`src/rtl/wb_mux_guarded.sv`:
```
// Single-master, N-slave Wishbone mux with registered decode, per-cycle slave lock,
// unmapped-address error response and a response-timeout watchdog.
module wb_mux_guarded #(
  parameter int unsigned                  NUM_SLAVES     = 8,
  parameter int unsigned                  AW             = 32,
  parameter int unsigned                  DW             = 32,
  parameter logic [NUM_SLAVES*AW-1:0]     MATCH_ADDR     = '0,
  parameter logic [NUM_SLAVES*AW-1:0]     MATCH_MASK     = '0,
  parameter int unsigned                  TIMEOUT_CYCLES = 255,
  parameter int unsigned                  TW             = 8
) (
  input  logic                           wb_clk_i,
  input  logic                           wb_rst_n_i,
  // master port
  input  logic [AW-1:0]                  wbm_adr_i,
  input  logic [DW-1:0]                  wbm_dat_i,
  input  logic [DW/8-1:0]                wbm_sel_i,
  input  logic                           wbm_we_i,
  input  logic                           wbm_cyc_i,
  input  logic                           wbm_stb_i,
  input  logic [2:0]                     wbm_cti_i,
  input  logic [1:0]                     wbm_bte_i,
  output logic [DW-1:0]                  wbm_dat_o,
  output logic                           wbm_ack_o,
  output logic                           wbm_err_o,
  output logic                           wbm_rty_o,
  // slave ports
  output logic [NUM_SLAVES*AW-1:0]       wbs_adr_o,
  output logic [NUM_SLAVES*DW-1:0]       wbs_dat_o,
  output logic [NUM_SLAVES*(DW/8)-1:0]   wbs_sel_o,
  output logic [NUM_SLAVES-1:0]          wbs_we_o,
  output logic [NUM_SLAVES-1:0]          wbs_cyc_o,
  output logic [NUM_SLAVES-1:0]          wbs_stb_o,
  output logic [NUM_SLAVES*3-1:0]        wbs_cti_o,
  output logic [NUM_SLAVES*2-1:0]        wbs_bte_o,
  input  logic [NUM_SLAVES*DW-1:0]       wbs_dat_i,
  input  logic [NUM_SLAVES-1:0]          wbs_ack_i,
  input  logic [NUM_SLAVES-1:0]          wbs_err_i,
  input  logic [NUM_SLAVES-1:0]          wbs_rty_i,
  // fault status
  output logic                           timeout_o,
  output logic                           decode_err_o,
  output logic [AW-1:0]                  fault_adr_o
);

  localparam int unsigned SW = (NUM_SLAVES > 1) ? $clog2(NUM_SLAVES) : 1;
  localparam bit          WdEn = (TIMEOUT_CYCLES != 0);
  localparam logic [TW-1:0] LastCnt = (TIMEOUT_CYCLES == 0) ? '0 : TW'(TIMEOUT_CYCLES - 1);

  typedef enum logic [1:0] {StIdle, StActive, StErr, StWait} state_e;

  state_e          state_q;
  logic [SW-1:0]   sel_idx_q;
  logic [TW-1:0]   cnt_q;
  logic [AW-1:0]   fault_adr_q;

  logic [NUM_SLAVES-1:0] hit_vec;
  logic [NUM_SLAVES-1:0] sel_oh;
  logic                  dec_hit;
  logic [SW-1:0]         dec_idx;
  logic                  sel_ack, sel_err, sel_rty, sel_resp;
  logic [DW-1:0]         sel_dat;
  logic                  req, active, wd_fire;

  // Broadcast everything except the handshake strobes.
  assign wbs_adr_o = {NUM_SLAVES{wbm_adr_i}};
  assign wbs_dat_o = {NUM_SLAVES{wbm_dat_i}};
  assign wbs_sel_o = {NUM_SLAVES{wbm_sel_i}};
  assign wbs_we_o  = {NUM_SLAVES{wbm_we_i}};
  assign wbs_cti_o = {NUM_SLAVES{wbm_cti_i}};
  assign wbs_bte_o = {NUM_SLAVES{wbm_bte_i}};

  for (genvar g = 0; g < NUM_SLAVES; g++) begin : g_slave
    assign hit_vec[g] = ((wbm_adr_i & MATCH_MASK[g*AW +: AW]) ==
                         (MATCH_ADDR[g*AW +: AW] & MATCH_MASK[g*AW +: AW]));
    assign sel_oh[g]  = (sel_idx_q == SW'(g));
  end

  // Lowest-index hit wins when decode windows overlap.
  always_comb begin
    dec_hit = 1'b0;
    dec_idx = '0;
    for (int unsigned i = 0; i < NUM_SLAVES; i++) begin
      if (hit_vec[i] && !dec_hit) begin
        dec_hit = 1'b1;
        dec_idx = SW'(i);
      end
    end
  end

  always_comb begin
    sel_dat = '0;
    for (int unsigned i = 0; i < NUM_SLAVES; i++) begin
      if (sel_oh[i]) begin
        sel_dat = wbs_dat_i[i*DW +: DW];
      end
    end
  end

  assign sel_ack  = |(wbs_ack_i & sel_oh);
  assign sel_err  = |(wbs_err_i & sel_oh);
  assign sel_rty  = |(wbs_rty_i & sel_oh);
  assign sel_resp = sel_ack | sel_err | sel_rty;

  assign req    = wbm_cyc_i & wbm_stb_i;
  assign active = (state_q == StActive);

  // A response on the firing cycle suppresses the timeout.
  assign wd_fire = WdEn && active && req && !sel_resp && (cnt_q == LastCnt);

  always_comb begin
    wbs_cyc_o    = '0;
    wbs_stb_o    = '0;
    wbm_ack_o    = 1'b0;
    wbm_err_o    = 1'b0;
    wbm_rty_o    = 1'b0;
    wbm_dat_o    = '0;
    decode_err_o = 1'b0;
    unique case (state_q)
      StIdle: begin
        decode_err_o = wb_rst_n_i & req & ~dec_hit;
      end
      StActive: begin
        wbs_cyc_o = sel_oh & {NUM_SLAVES{wbm_cyc_i}};
        wbs_stb_o = sel_oh & {NUM_SLAVES{wbm_stb_i}};
        wbm_ack_o = wbm_cyc_i & sel_ack;
        wbm_err_o = wbm_cyc_i & sel_err;
        wbm_rty_o = wbm_cyc_i & sel_rty;
        wbm_dat_o = sel_dat;
      end
      StErr: begin
        wbm_err_o = req;
      end
      StWait: begin
      end
      default: begin
      end
    endcase
  end

  assign timeout_o   = wd_fire;
  assign fault_adr_o = fault_adr_q;

  always_ff @(posedge wb_clk_i or negedge wb_rst_n_i) begin
    if (!wb_rst_n_i) begin
      state_q     <= StIdle;
      sel_idx_q   <= '0;
      cnt_q       <= '0;
      fault_adr_q <= '0;
    end else begin
      unique case (state_q)
        StIdle: begin
          cnt_q <= '0;
          if (req) begin
            if (dec_hit) begin
              state_q   <= StActive;
              sel_idx_q <= dec_idx;
            end else begin
              state_q     <= StErr;
              fault_adr_q <= wbm_adr_i;
            end
          end
        end
        StActive: begin
          if (!wbm_cyc_i) begin
            state_q <= StIdle;
            cnt_q   <= '0;
          end else if (wd_fire) begin
            state_q     <= StErr;
            cnt_q       <= '0;
            fault_adr_q <= wbm_adr_i;
          end else if (!wbm_stb_i || sel_resp || !WdEn) begin
            cnt_q <= '0;
          end else begin
            cnt_q <= cnt_q + 1'b1;
          end
        end
        StErr: begin
          state_q <= StWait;
        end
        StWait: begin
          // Master must drop cyc before another transfer is accepted.
          if (!wbm_cyc_i) begin
            state_q <= StIdle;
          end
        end
        default: begin
          state_q <= StIdle;
        end
      endcase
    end
  end

endmodule

```
`config.mk`:
```
export PLATFORM = sky130hd
export DESIGN_NAME = wb_mux_guarded
export DESIGN_NICKNAME = d
export VERILOG_FILES = /design/src/rtl/wb_mux_guarded.sv
export SDC_FILE = /design/constraint.sdc
export NUM_CORES = 1
export LEC_CHECK = 0
export CORE_AREA = 5 5 396 398
export DETAILED_ROUTE_END_ITERATION = 10
export DIE_AREA = 0 0 401 403
export PLACE_DENSITY_LB_ADDON = 0.15
export SYNTH_ARGS = -nofsm -noshare
export SYNTH_HDL_FRONTEND = slang
export SYNTH_SLANG_ARGS = --single-unit
```
`constraint.sdc`:
```
create_clock -name wb_clk_i -period 2.4 [get_ports wb_clk_i]
set_input_delay 0.6 -clock wb_clk_i [delete_from_list [all_inputs] [get_ports wb_clk_i]]
set_output_delay 0.6 -clock wb_clk_i [all_outputs]
set_load 0.02 [all_outputs]
```
## Yosys cells after proc, flatten, opt, wreduce, memory -nomap -nowiden

Cells that the tools add are included.

- Register bits: 42
- Bits of input ports: 358
- Word-level logic and storage cells: 42

- Add/sub/neg operators: 1
- Equality and inequality tests: 7
- Mux-type cells: 15
- Bitwise logic cells: 6
- Reductions and logical operators: 10

Operator list:

| operator | count |
|---|---|
| $mux 32 | 1 |
| $mux 8 | 3 |
| $pmux 8 s2 | 1 |
| $add 8x1->8 const B | 1 |
| $eq 8x8->1 const B | 1 |
| $mux 2 | 4 |
| $pmux 2 s4 | 1 |
| $reduce_and 3->1 | 2 |
| $and 1x1->1 | 4 |
| $eq 2x2->1 const B | 2 |
| $mux 1 | 4 |
| $ne 2x2->1 const B | 2 |
| $logic_and 1x1->1 | 3 |
| $ne 3x3->1 const B | 1 |
| $eq 2x1->1 const B | 1 |
| $logic_not 1->1 | 2 |
| $logic_not 2->1 | 1 |
| $or 1x1->1 | 2 |
| $pmux 1 s2 | 1 |
| $reduce_bool 2->1 | 1 |
| $logic_or 1x1->1 | 1 |

## Depth between registers and ports, before layout

Gate-level depths: netlist of the first run.

- Depth after elaboration: 8
- Gate-level depth with buffers: 8

## Worst setup path before layout of the first run

Ideal clock, no wire load.

- Kind: input to output
- Start point: in wbs_err_i[0]
- End point: out timeout_o
- Arrival time: 1.717 ns
- Required time: 1.800 ns
- Path slack: 0.083 ns
- Stages: 3
- Cell sequence: or4b_4 nor4_4 buf_6

- Word-level cells in the longest chain between the ends: 5

RTL lines:

| element | RTL line | source |
|---|---|---|
| start, declared | 38 | `input logic [NUM_SLAVES-1:0] wbs_err_i,` |
| $or 1x1->1 (2 in a row) | 103 | `assign sel_resp = sel_ack \| sel_err \| sel_rty;` |
| $logic_not 1->1 | 109 | `assign wd_fire = WdEn && active && req && !sel_resp && (cnt_q == LastCnt);` |
| $logic_and 1x1->1 (2 in a row) | 109 |  |
| end, declared | 41 | `output logic timeout_o,` |

No other way between the ends.

## Worst setup path after layout of the first run

- Start point: in wbs_rty_i[0]
- End point: out timeout_o

- Word-level cells in the longest chain between the ends: 4

RTL lines:

| element | RTL line | source |
|---|---|---|
| start, declared | 39 | `input logic [NUM_SLAVES-1:0] wbs_rty_i,` |
| $or 1x1->1 | 103 |  |
| $logic_not 1->1 | 109 |  |
| $logic_and 1x1->1 (2 in a row) | 109 |  |

No other way between the ends.

==> summary.log, run 1 <==
qor: worst_setup_path.max_stage_delay 0.54 ns
qor: cts.h-tree-depth 2
qor: cts.tritoncts.num_buffers 5
qor: global_routing.grt_start_max_net_pins 27
qor: power_and_ir_drop.combinational_power_share 0.592
qor: power_and_ir_drop.p_per_area 404 mW/mm2
qor: route.drtIter0Drc 82
qor: worst_setup_path.critical_path.cell_chain buf_2 > or4b_4 > nor4_4 > buf_4
qor: sta.timing.clock.skew 0.00676 ns
qor: floorplan.overall_die_area 0.162 mm2
qor: sta.final_hold_viol_count 0
qor: cts.clockRootBuffer clkbuf_16
qor: floorplan.core_area 0.153 mm2
qor: hold_path.worst_hold_path_type input pin to asynchronous set/reset pin
qor: worst_setup_path.cpMaxStageDelayCell or4b_4
qor: cts.clkTransAtPathRegs 0.08 ns
qor: global_routing.grt-ovfl-total 0
qor: sta.timing.final.crit_share 0.962
qor: global_routing.via_count_of_the_first_global_routing_pass 3779
qor: sta.min_period 2.31 ns
qor: global_routing.globalRouteTotalUtil 0.0346
qor: global_routing.antenna_found_initial 16
qor: route.drt-pass1-iter-count 4
qor: sta.max_freq 433 MHz
qor: floorplan.die_x 401 um
qor: route.finalWirelength 29700 um
qor: place.gp_congestion 0.671
qor: cts.cts_buffer_depth 2
qor: floorplan.top_level_ports 1035
qor: power_and_ir_drop.vdd_ir_drop_max 0.000238 V
qor: floorplan.starting_utilization_of_the_core_area 0.0435
qor: logic_synthesis.ys_seq_area_frac 0.158
qor: worst_setup_path.worst-endpoint-arrival 1.71 ns
qor: worst_setup_path.timing.setup.critical_path_class input pin to primary output
qor: global_routing.grt_pass1_wl 37700 um
qor: route.route.detailed.wl_per_inst 10.9 um
qor: floorplan.die_y 403 um
qor: power_and_ir_drop.power.leakage 3.51 nW
qor: flow_run.drv_cap 0
qor: layout.layout.cells.most_common dlygate4sd2_1
qor: floorplan.core.rowCount 144
qor: layout.layout-drive-gt1-share 0.255
qor: route.antenna_left 0
qor: route.drcViolationCount 0
qor: place.dp_hpwl 26100 um
qor: layout.final_net_count 1027
qor: sta.hold_slack 0.0981 ns
qor: worst_setup_path.critPathMaxFanout 2
qor: sta.post-route-worst-setup-slack 0.0917 ns
qor: logic_synthesis.syn-cell-area 0.00665 mm2
qor: power_and_ir_drop.p_switching 1.68 mW
qor: sta.grt_setup_unrepaired no
qor: logic_synthesis.synth.yosys.warnings 0
qor: sta.final-setup-viol-count 0
qor: worst_setup_path.timing.critical_path.from_type input pin
qor: cts.clock-sinks 42
qor: layout.final_cell_mix dlygate4sd2_1 (233), clkdlybuf4s50_1 (111), buf_4 (90), dfrtp_1 (42), and2_1 (32)
qor: place.place_ws -0.871 ns
qor: cts.clk_latency 0.33 ns
qor: worst_setup_path.crit_path_end_kind primary output
qor: power_and_ir_drop.seqPwrFrac 0.195
qor: logic_synthesis.syn_inst 786
qor: logic_synthesis.syn_avg_cell_area 8.46 um2
qor: run_status.status complete, no violations
qor: worst_setup_path.critPathRequiredTime 1.80 ns
qor: power_and_ir_drop.internal_power 2.04 mW
qor: power_and_ir_drop.p_sw_frac 0.452
qor: place.portBuffers 396
qor: layout.fillers 18000
qor: cts.cts.repair_timing.setup_buffer_count 0
qor: route.route.detailed.vias_per_inst 1.39
qor: sta.final-max-slew-violation-count 0
qor: route.routed-via-count 3772
qor: logic_synthesis.synth.lib_cells_used.distinct 30
qor: power_and_ir_drop.p_clk_frac 0.213
qor: layout.areaGrowthSynthToFinish 38.4%
qor: cts.cts_tree done
qor: logic_synthesis.ys_ff_latch 42
==> registers in the layout, indices dropped and copies added, names as in the netlist, named ones only <==
| name | cells |
|---|---|
| fault_adr_o | 32 |
| cnt_q | 8 |
| state_q | 1 |
==> worst max-delay path, delay by kind of cell <==
family | cells | cell delay [ns]
simple gates | 2 | 0.77
buf+inv | 2 | 0.34
==> cell usage after synthesis (all sizes together) <==
| cell type | n | area [um2] |
|---|---|---|
| buf | 610 | 4590 |
| dfrtp | 42 | 1050 |
| and2 | 33 | 206 |
| mux2 | 32 | 360 |
| nand2 | 8 | 30.0 |
| a31oi | 7 | 43.8 |
| ha | 7 | 87.6 |
| nor2 | 6 | 22.5 |
| clkbuf | 5 | 18.8 |
| o21ai | 5 | 25.0 |
| inv | 4 | 15.0 |
| a21oi | 3 | 15.0 |
| and3 | 3 | 18.8 |
| nand3 | 3 | 15.0 |
| a22o | 2 | 17.5 |
| a22oi | 2 | 15.0 |
| a41oi | 2 | 17.5 |
| nand2b | 2 | 12.5 |
| a21o | 1 | 7.51 |
| conb | 1 | 3.75 |
| nand4 | 1 | 6.26 |
| nor3 | 1 | 5.00 |
| nor4 | 1 | 21.3 |
| nor4b | 1 | 8.76 |
| o211a | 1 | 10.0 |
| o211ai | 1 | 7.51 |
| or2 | 1 | 6.26 |
| or4b | 1 | 13.8 |
==> through the flow <==
stage / total power, mW / cells / util / setup TNS [ns] / cell area (um2)
2_1_floorplan: 2.73 / 800 / - / 0 / 6710
3_3_place_gp: 3.08 / 2698 / 0.0608 / -45.82 / 9300
3_5_place_dp: 3.06 / 2698 / 0.0608 / -49.40 / 9300
4_1_cts: 3.91 / 2707 / 0.0601 / -0.122 / 9190
5_1_grt: 3.98 / 2709 / 0.0601 / 0 / 9190
6_report: 3.72 / 2716 / 0.0602 / 0 / 9210
==> path summary, 6_finish.rpt <==
kind                                    from  slack (ns)         endpoint  cells past startpoint
worst max-delay path            wbs_rty_i[0]        0.09        timeout_o                      4
worst min-delay path              wb_rst_n_i         0.1  fault_adr_o[30]                      1
worst max register to register      cnt_q[0]        0.27   fault_adr_o[9]                      7
worst min register to register      cnt_q[7]        0.49         cnt_q[7]                      1
max in group asynchronous         wb_rst_n_i        1.75  fault_adr_o[26]                      2
min in group wb_clk_i               cnt_q[7]        0.49         cnt_q[7]                      1
==> power groups by stage <==
stage	Combinational, mW	Sequential [mW]	Clock (mW)
2_1_floorplan	1.99	0.743	0
3_3_place_gp	2.34	0.737	0
3_5_place_dp	2.32	0.737	0
4_1_cts	2.29	0.728	0.888
5_1_grt	2.37	0.729	0.881
6_report	2.20	0.727	0.791
==> layer usage <==
metal,up-vias,global-route usage,share of wire
li1,1600,-,-
met1,1721,0.0328,0.33
met2,339,0.0618,0.51
met3,110,0.0157,0.12
met4,2,0.0203,0.040
met5,-,0,0.00030
==> logic make-up (layout without fill, tap and decap cells) <==
logic type,Yosys count,count (layout),share of synthesized area
AOI/OAI and AO/OA,24,24,0.0239
adders and majority gates,7,7,0.0132
buffers and inverters,619,482,0.695
DFF,42,42,0.158
muxes,32,32,0.0542
other,1,24,0.000564
and+or+nand+nor,61,61,0.0551
==> what timing repair did <==
item                       CTS  global route
gates cloned                 1             0
gates resized for setup    286             8
hold buffers                 0             0
setup endpoints to repair  311            42
pin swaps                    2             3
==> layout make-up <==
class,instances,area [um2],area share
repair buffers,470,4370,0.474
well taps,2044,2560,0.278
clock inverters,3,21.3,0.00231
inverters,4,15.0,0.00163
multi-input cells,139,1050,0.114
diodes,9,22.5,0.00245
flip-flops and latches,42,1050,0.114
clock buffers,5,125,0.0136
Power figures use the tool's default switching activity.
==> run 2, diff against run 1 <==
--- a/config.mk
+++ b/config.mk
@@ -9,6 +9,7 @@
 export DETAILED_ROUTE_END_ITERATION = 10
 export DIE_AREA = 0 0 401 403
 export PLACE_DENSITY_LB_ADDON = 0.15
+export SETUP_SLACK_MARGIN = 0.2
 export SYNTH_ARGS = -nofsm -noshare
 export SYNTH_HDL_FRONTEND = slang
 export SYNTH_SLANG_ARGS = --single-unit
==> summary.log, run 2 (same netlist as run 1, synthesis figures left out) <==
qor: layout.fillers 17900
qor: cts.clk_latency 0.31 ns
qor: layout.final_cell_mix clkdlybuf4s15_2 (82), clkdlybuf4s50_1 (81), clkdlybuf4s15_1 (80), buf_4 (72), dlygate4sd2_1 (54)
qor: power_and_ir_drop.vdd_ir_drop_max 0.000286 V
qor: route.route.detailed.wl_per_inst 10.9 um
qor: sta.min_period 2.29 ns
qor: sta.final_hold_viol_count 0
qor: cts.cts_buffer_depth 2
qor: cts.clkTransAtPathRegs 0.08 ns
qor: place.gp_congestion 0.663
qor: sta.final-setup-viol-count 0
qor: cts.clock-sinks 42
qor: worst_setup_path.timing.critical_path.from_type input pin
qor: worst_setup_path.cpMaxStageDelayCell or4b_4
qor: cts.post_cts_hold_buffer_count 0
qor: sta.max_slew_headroom 0.665
qor: place.dp_hpwl 25600 um
qor: worst_setup_path.critical_path.cell_chain buf_8 > or4b_4 > nor4_4 > buf_4 > buf_6
qor: sta.grt_setup_unrepaired yes
qor: floorplan.die_x 401 um
qor: global_routing.grt_pass1_wl 37700 um
qor: route.antenna_left 0
qor: sta.timing.final.crit_share 0.954
qor: cts.clockRootBuffer clkbuf_16
qor: cts.cts_tree done
qor: floorplan.die_y 403 um
qor: worst_setup_path.critical-path-top-delay-family simple AND/OR/NAND/NOR gates
qor: worst_setup_path.crit_path_end_kind primary output
qor: layout.areaGrowthSynthToFinish 48.4%
qor: worst_setup_path.worst-endpoint-arrival 1.69 ns
qor: worst_setup_path.critPathRequiredTime 1.80 ns
qor: floorplan.overall_die_area 0.162 mm2
qor: route.route.detailed.vias_per_inst 1.36
qor: floorplan.starting_utilization_of_the_core_area 0.0435
qor: power_and_ir_drop.p_total 4.32 mW
qor: global_routing.via_count_of_the_first_global_routing_pass 3848
qor: layout.layout-drive-gt1-share 0.496
qor: sta.max_freq 437 MHz
qor: power_and_ir_drop.p_per_area 438 mW/mm2
qor: worst_setup_path.timing.setup.critical_path_class input pin to primary output
qor: place.placed_cell_area 0.00937 mm2
qor: worst_setup_path.timing.rr.end fault_adr_o[11]
qor: sta.setup_total_negative_slack 0 ns
qor: floorplan.top_level_ports 1035
qor: floorplan.core_area 0.153 mm2
qor: worst_setup_path.reg2reg_path_depth 9
qor: route.drcViolationCount 0
qor: global_routing.globalRouteTotalUtil 0.0343
qor: run_status.status complete, no violations
qor: place.portBuffers 396
qor: route.drt-pass1-iter-count 3
qor: layout.final_net_count 1041
qor: layout.final_cell_count_no_fill 2728
qor: sta.timing.clock.skew 0.0112 ns
qor: floorplan.core.rowCount 144
qor: sta.pin_slew_with_the_least_headroom_to_its_limit 0.503 ns
qor: route.routed-via-count 3718
qor: sta.final-max-slew-violation-count 0
qor: global_routing.grt_start_max_net_pins 17
qor: flow_run.drv_cap 0
qor: route.drtIter0Drc 84
qor: worst_setup_path.max_stage_delay 0.56 ns
qor: worst_setup_path.crit_buf_inv 3
qor: layout.largest_register_ff_count 32
qor: cts.h-tree-depth 2
qor: worst_setup_path.r2r_slack 0.34 ns
qor: layout.postLayoutCellArea 0.00987 mm2
qor: hold_path.worst_hold_path_type input pin to asynchronous set/reset pin
qor: route.finalWirelength 29900 um
qor: cts.tritoncts.num_buffers 5
qor: layout.layout.cells.most_common clkdlybuf4s15_2
qor: worst_setup_path.critPathMaxFanout 2
qor: global_routing.grt-ovfl-total 0
qor: global_routing.antenna_found_initial 6
qor: place.post-place-cells 2700
qor: power_and_ir_drop.power.leakage 3.69 nW
==> run 2: changes by cell type in the layout (fill, tap and decap cells not counted), moves of 18 or more <==
cell             delta
clkdlybuf4s15_2    +79
dlygate4sd2_1     -179
and2_1             -25
buf_6              +26
clkdlybuf4s50_1    -30
clkbuf_2           +39
and2_4             +25
clkdlybuf4s15_1    +77
buf_4              -18
==> run 2: worst max-delay path by stage <==
stage                      start   endpoint  slack, ns  depth (start not counted)
floorplan           wbs_err_i[0]  timeout_o       0.08                          3
global placement       wbm_stb_i  timeout_o      -1.02                          4
detailed placement     wbm_stb_i  timeout_o      -1.03                          4
CTS                 wbs_rty_i[0]  timeout_o      -0.07                          5
global route        wbs_rty_i[0]  timeout_o       0.05                          5
finish              wbs_rty_i[0]  timeout_o       0.11                          5
==> run 2: layer usage <==
metal / share of wire / GRT usage / vias up
met5: 0 / 0 / -
met4: 0.039 / 0.0172 / 0
met3: 0.12 / 0.0168 / 105
met2: 0.50 / 0.0622 / 324
met1: 0.34 / 0.0320 / 1665
li1: - / - / 1624
==> run 2: power by group <==
group	switching, mW	total, mW	internal [mW]
Combinational	1.38	2.71	1.33
Sequential	0.0111	0.728	0.717
Clock	0.385	0.880	0.495
Total	1.77	4.32	2.54
==> run 2: timing repair <==
| item | in CTS | in global routing |
|---|---|---|
| gates cloned | 4 | 1 |
| hold endpoints to repair | 0 | 0 |
| endpoints found under the setup margin | 328 | 153 |
| pin swaps | 13 | 9 |
| gates resized for setup | 692 | 81 |
| buffers inserted | 7 | 1 |
==> run 2: final cells by class <==
| cell class | instances | area (um2) | area share |
|---|---|---|---|
| antenna | 7 | 17.5 | 0.00177 |
| clock buffer | 6 | 129 | 0.0131 |
| clock inverter | 2 | 37.5 | 0.00380 |
| inverter | 4 | 15.0 | 0.00152 |
| multi-input combinational | 139 | 1160 | 0.118 |
| sequential | 42 | 1050 | 0.106 |
| tap | 2044 | 2560 | 0.259 |
| timing repair buffer | 484 | 4900 | 0.497 |
==> run 2: metrics by stage <==
stage                     utilization  setup slack (ns)  hold WS, ns
final                          0.0645             0.111        0.234
after global placement         0.0613             -1.02        0.479
after detailed placement       0.0613             -1.03        0.483
after CTS                      0.0650           -0.0699        0.238
after floorplan                     -            0.0832        0.304
after global routing           0.0644            0.0470        0.252
==> run 3, diff against run 2 <==
==> constraint.sdc (replaced) <==
create_clock -name wb_clk_i -period 2.3 [get_ports wb_clk_i]
set_input_delay 0.575 -clock wb_clk_i [delete_from_list [all_inputs] [get_ports wb_clk_i]]
set_output_delay 0.575 -clock wb_clk_i [all_outputs]
set_load 0.02 [all_outputs]
==> summary.log, run 3 (same netlist as run 1, synthesis figures left out) <==
qor: sta.timing.final.crit_share 1.03
qor: power_and_ir_drop.internal_power 2.72 mW
qor: floorplan.top_level_ports 1035
qor: route.route.detailed.vias_per_inst 1.36
qor: worst_setup_path.timing.setup.critical_path_class input pin to primary output
qor: sta.setup_total_negative_slack -0.0583 ns
qor: worst_setup_path.crit_path_end_kind primary output
qor: cts.clockRootBuffer clkbuf_16
qor: cts.clk_latency 0.35 ns
qor: cts.clkTransAtPathRegs 0.09 ns
qor: route.drtIter0Drc 67
qor: place.gp_congestion 0.653
qor: cts.cts_tree done
qor: sta.final_hold_viol_count 0
qor: power_and_ir_drop.seqPwrFrac 0.164
qor: power_and_ir_drop.p_sw_frac 0.411
qor: cts.tritoncts.num_buffers 5
qor: cts.clock-sinks 42
qor: worst_setup_path.timing.critical_path.from_type input pin
qor: sta.post-route-worst-setup-slack -0.0583 ns
qor: run_status.status finished, violations left
qor: global_routing.antenna_found_initial 1
qor: worst_setup_path.critPathRequiredTime 1.73 ns
qor: route.antenna_left 0
qor: global_routing.grt-ovfl-total 0
qor: cts.h-tree-depth 2
qor: place.place_ws -0.971 ns
qor: place.dp_hpwl 18700 um
qor: sta.min_period 2.36 ns
qor: power_and_ir_drop.vdd_ir_drop_max 0.000264 V
qor: hold_path.worst_hold_path_type input pin to asynchronous set/reset pin
qor: floorplan.die_x 401 um
qor: cts.post_cts_hold_buffer_count 0
qor: power_and_ir_drop.power.leakage 3.85 nW
qor: floorplan.starting_utilization_of_the_core_area 0.0435
qor: layout.antennaDiodeCount 0
qor: global_routing.via_count_of_the_first_global_routing_pass 4003
qor: route.drt-pass1-iter-count 4
qor: sta.final-setup-viol-count 1
qor: floorplan.die_y 403 um
qor: sta.max_freq 424 MHz
qor: floorplan.overall_die_area 0.162 mm2
qor: power_and_ir_drop.p_clk_frac 0.198
qor: layout.final_cell_mix dlygate4sd2_1 (191), clkdlybuf4s50_1 (71), buf_4 (68), clkdlybuf4s15_2 (65), buf_6 (48)
qor: layout.final_cell_count_no_fill 2731
qor: sta.grt_setup_unrepaired yes
qor: route.drcViolationCount 0
qor: power_and_ir_drop.combinational_power_share 0.638
qor: sta.timing.clock.skew 0.0154 ns
qor: place.post-place-cells 2692
qor: global_routing.globalRouteTotalUtil 0.0283
qor: layout.final_util 0.0650
qor: route.routed-via-count 3712
qor: global_routing.grt_start_max_net_pins 29
qor: layout.layout.cells.most_common dlygate4sd2_1
qor: global_routing.grt_pass1_wl 32300 um
qor: place.portBuffers 396
qor: worst_setup_path.worst-endpoint-arrival 1.78 ns
qor: cts.cts_buffer_depth 2
qor: worst_setup_path.critPathMaxFanout 2
qor: flow_run.drv_cap 0
qor: route.route.detailed.wl_per_inst 8.85 um
qor: power_and_ir_drop.p_switching 1.90 mW
qor: layout.layout-drive-gt1-share 0.454
qor: run_status.violations negative setup slack
qor: power_and_ir_drop.p_total 4.62 mW
qor: floorplan.core_area 0.153 mm2
qor: floorplan.core.rowCount 144
qor: sta.final-max-slew-violation-count 0
qor: route.finalWirelength 24200 um
qor: power_and_ir_drop.p_per_area 465 mW/mm2
qor: layout.final_net_count 1051
qor: layout.fillers 18000
qor: layout.largest_register_ff_count 32
qor: layout.areaGrowthSynthToFinish 49.5%
==> run 3: final cells by class <==
type	count	area (um2)	share of cell area
Clock inverter	3	23.8	0.00239
Tap cell	2044	2560	0.257
Sequential cell	42	1050	0.106
Timing Repair Buffer	494	4880	0.491
Multi-Input combinational cell	139	1290	0.129
Clock buffer	5	125	0.0126
Inverter	4	17.5	0.00176
==> run 3: per-layer routing <==
layer  track usage  vias to the layer above  wire length (um)
li1              -                     1628                 -
met1        0.0284                     1669              8770
met2        0.0472                      328             11400
met3        0.0148                       87              2930
met4        0.0160                        0              1070
met5             0                        -                 0
==> run 3: worst paths after layout <==
kind	start	endpoint	slack, ns	depth (start not counted)
worst max-delay path	wbs_rty_i[0]	timeout_o	-0.06	4
worst min-delay path	wb_rst_n_i	fault_adr_o[11]	0.12	1
worst max register to register	flop	fault_adr_o[19]	0.15	10
worst min register to register	cnt_q[7]	cnt_q[7]	0.49	1
max in group asynchronous	wb_rst_n_i	fault_adr_o[24]	1.63	2
min in group wb_clk_i	cnt_q[7]	cnt_q[7]	0.49	1
==> run 3: critical path, stage by stage <==
cell,delay [ns]
buf_6,0.10
or4b_4,0.55
nor4_4,0.34
buf_4,0.22
==> run 3: timing repair <==
action	in CTS	in global routing
setup endpoints to repair	331	122
pin swaps	15	10
resized for setup	741	29
setup buffers	22	3
cloned	6	0
==> run 3: power by group through the flow <==
stage | logic [mW] | clock network, mW | registers [mW]
floorplan | 2.07 | 0 | 0.776
global placement | 2.26 | 0 | 0.769
detailed placement | 2.23 | 0 | 0.768
CTS | 2.99 | 1.05 | 0.759
global route | 3.14 | 1.05 | 0.760
finish | 2.95 | 0.917 | 0.758
==> run 3: metrics by stage <==
| stage | hold WS, ns | cell area [um2] |
|---|---|---|
| 2_1_floorplan | 0.279 | 6780 |
| 3_3_place_gp | 0.476 | 9250 |
| 3_5_place_dp | 0.476 | 9250 |
| 4_1_cts | 0.119 | 9980 |
| 5_1_grt | 0.129 | 9940 |
| 6_report | 0.118 | 9940 |
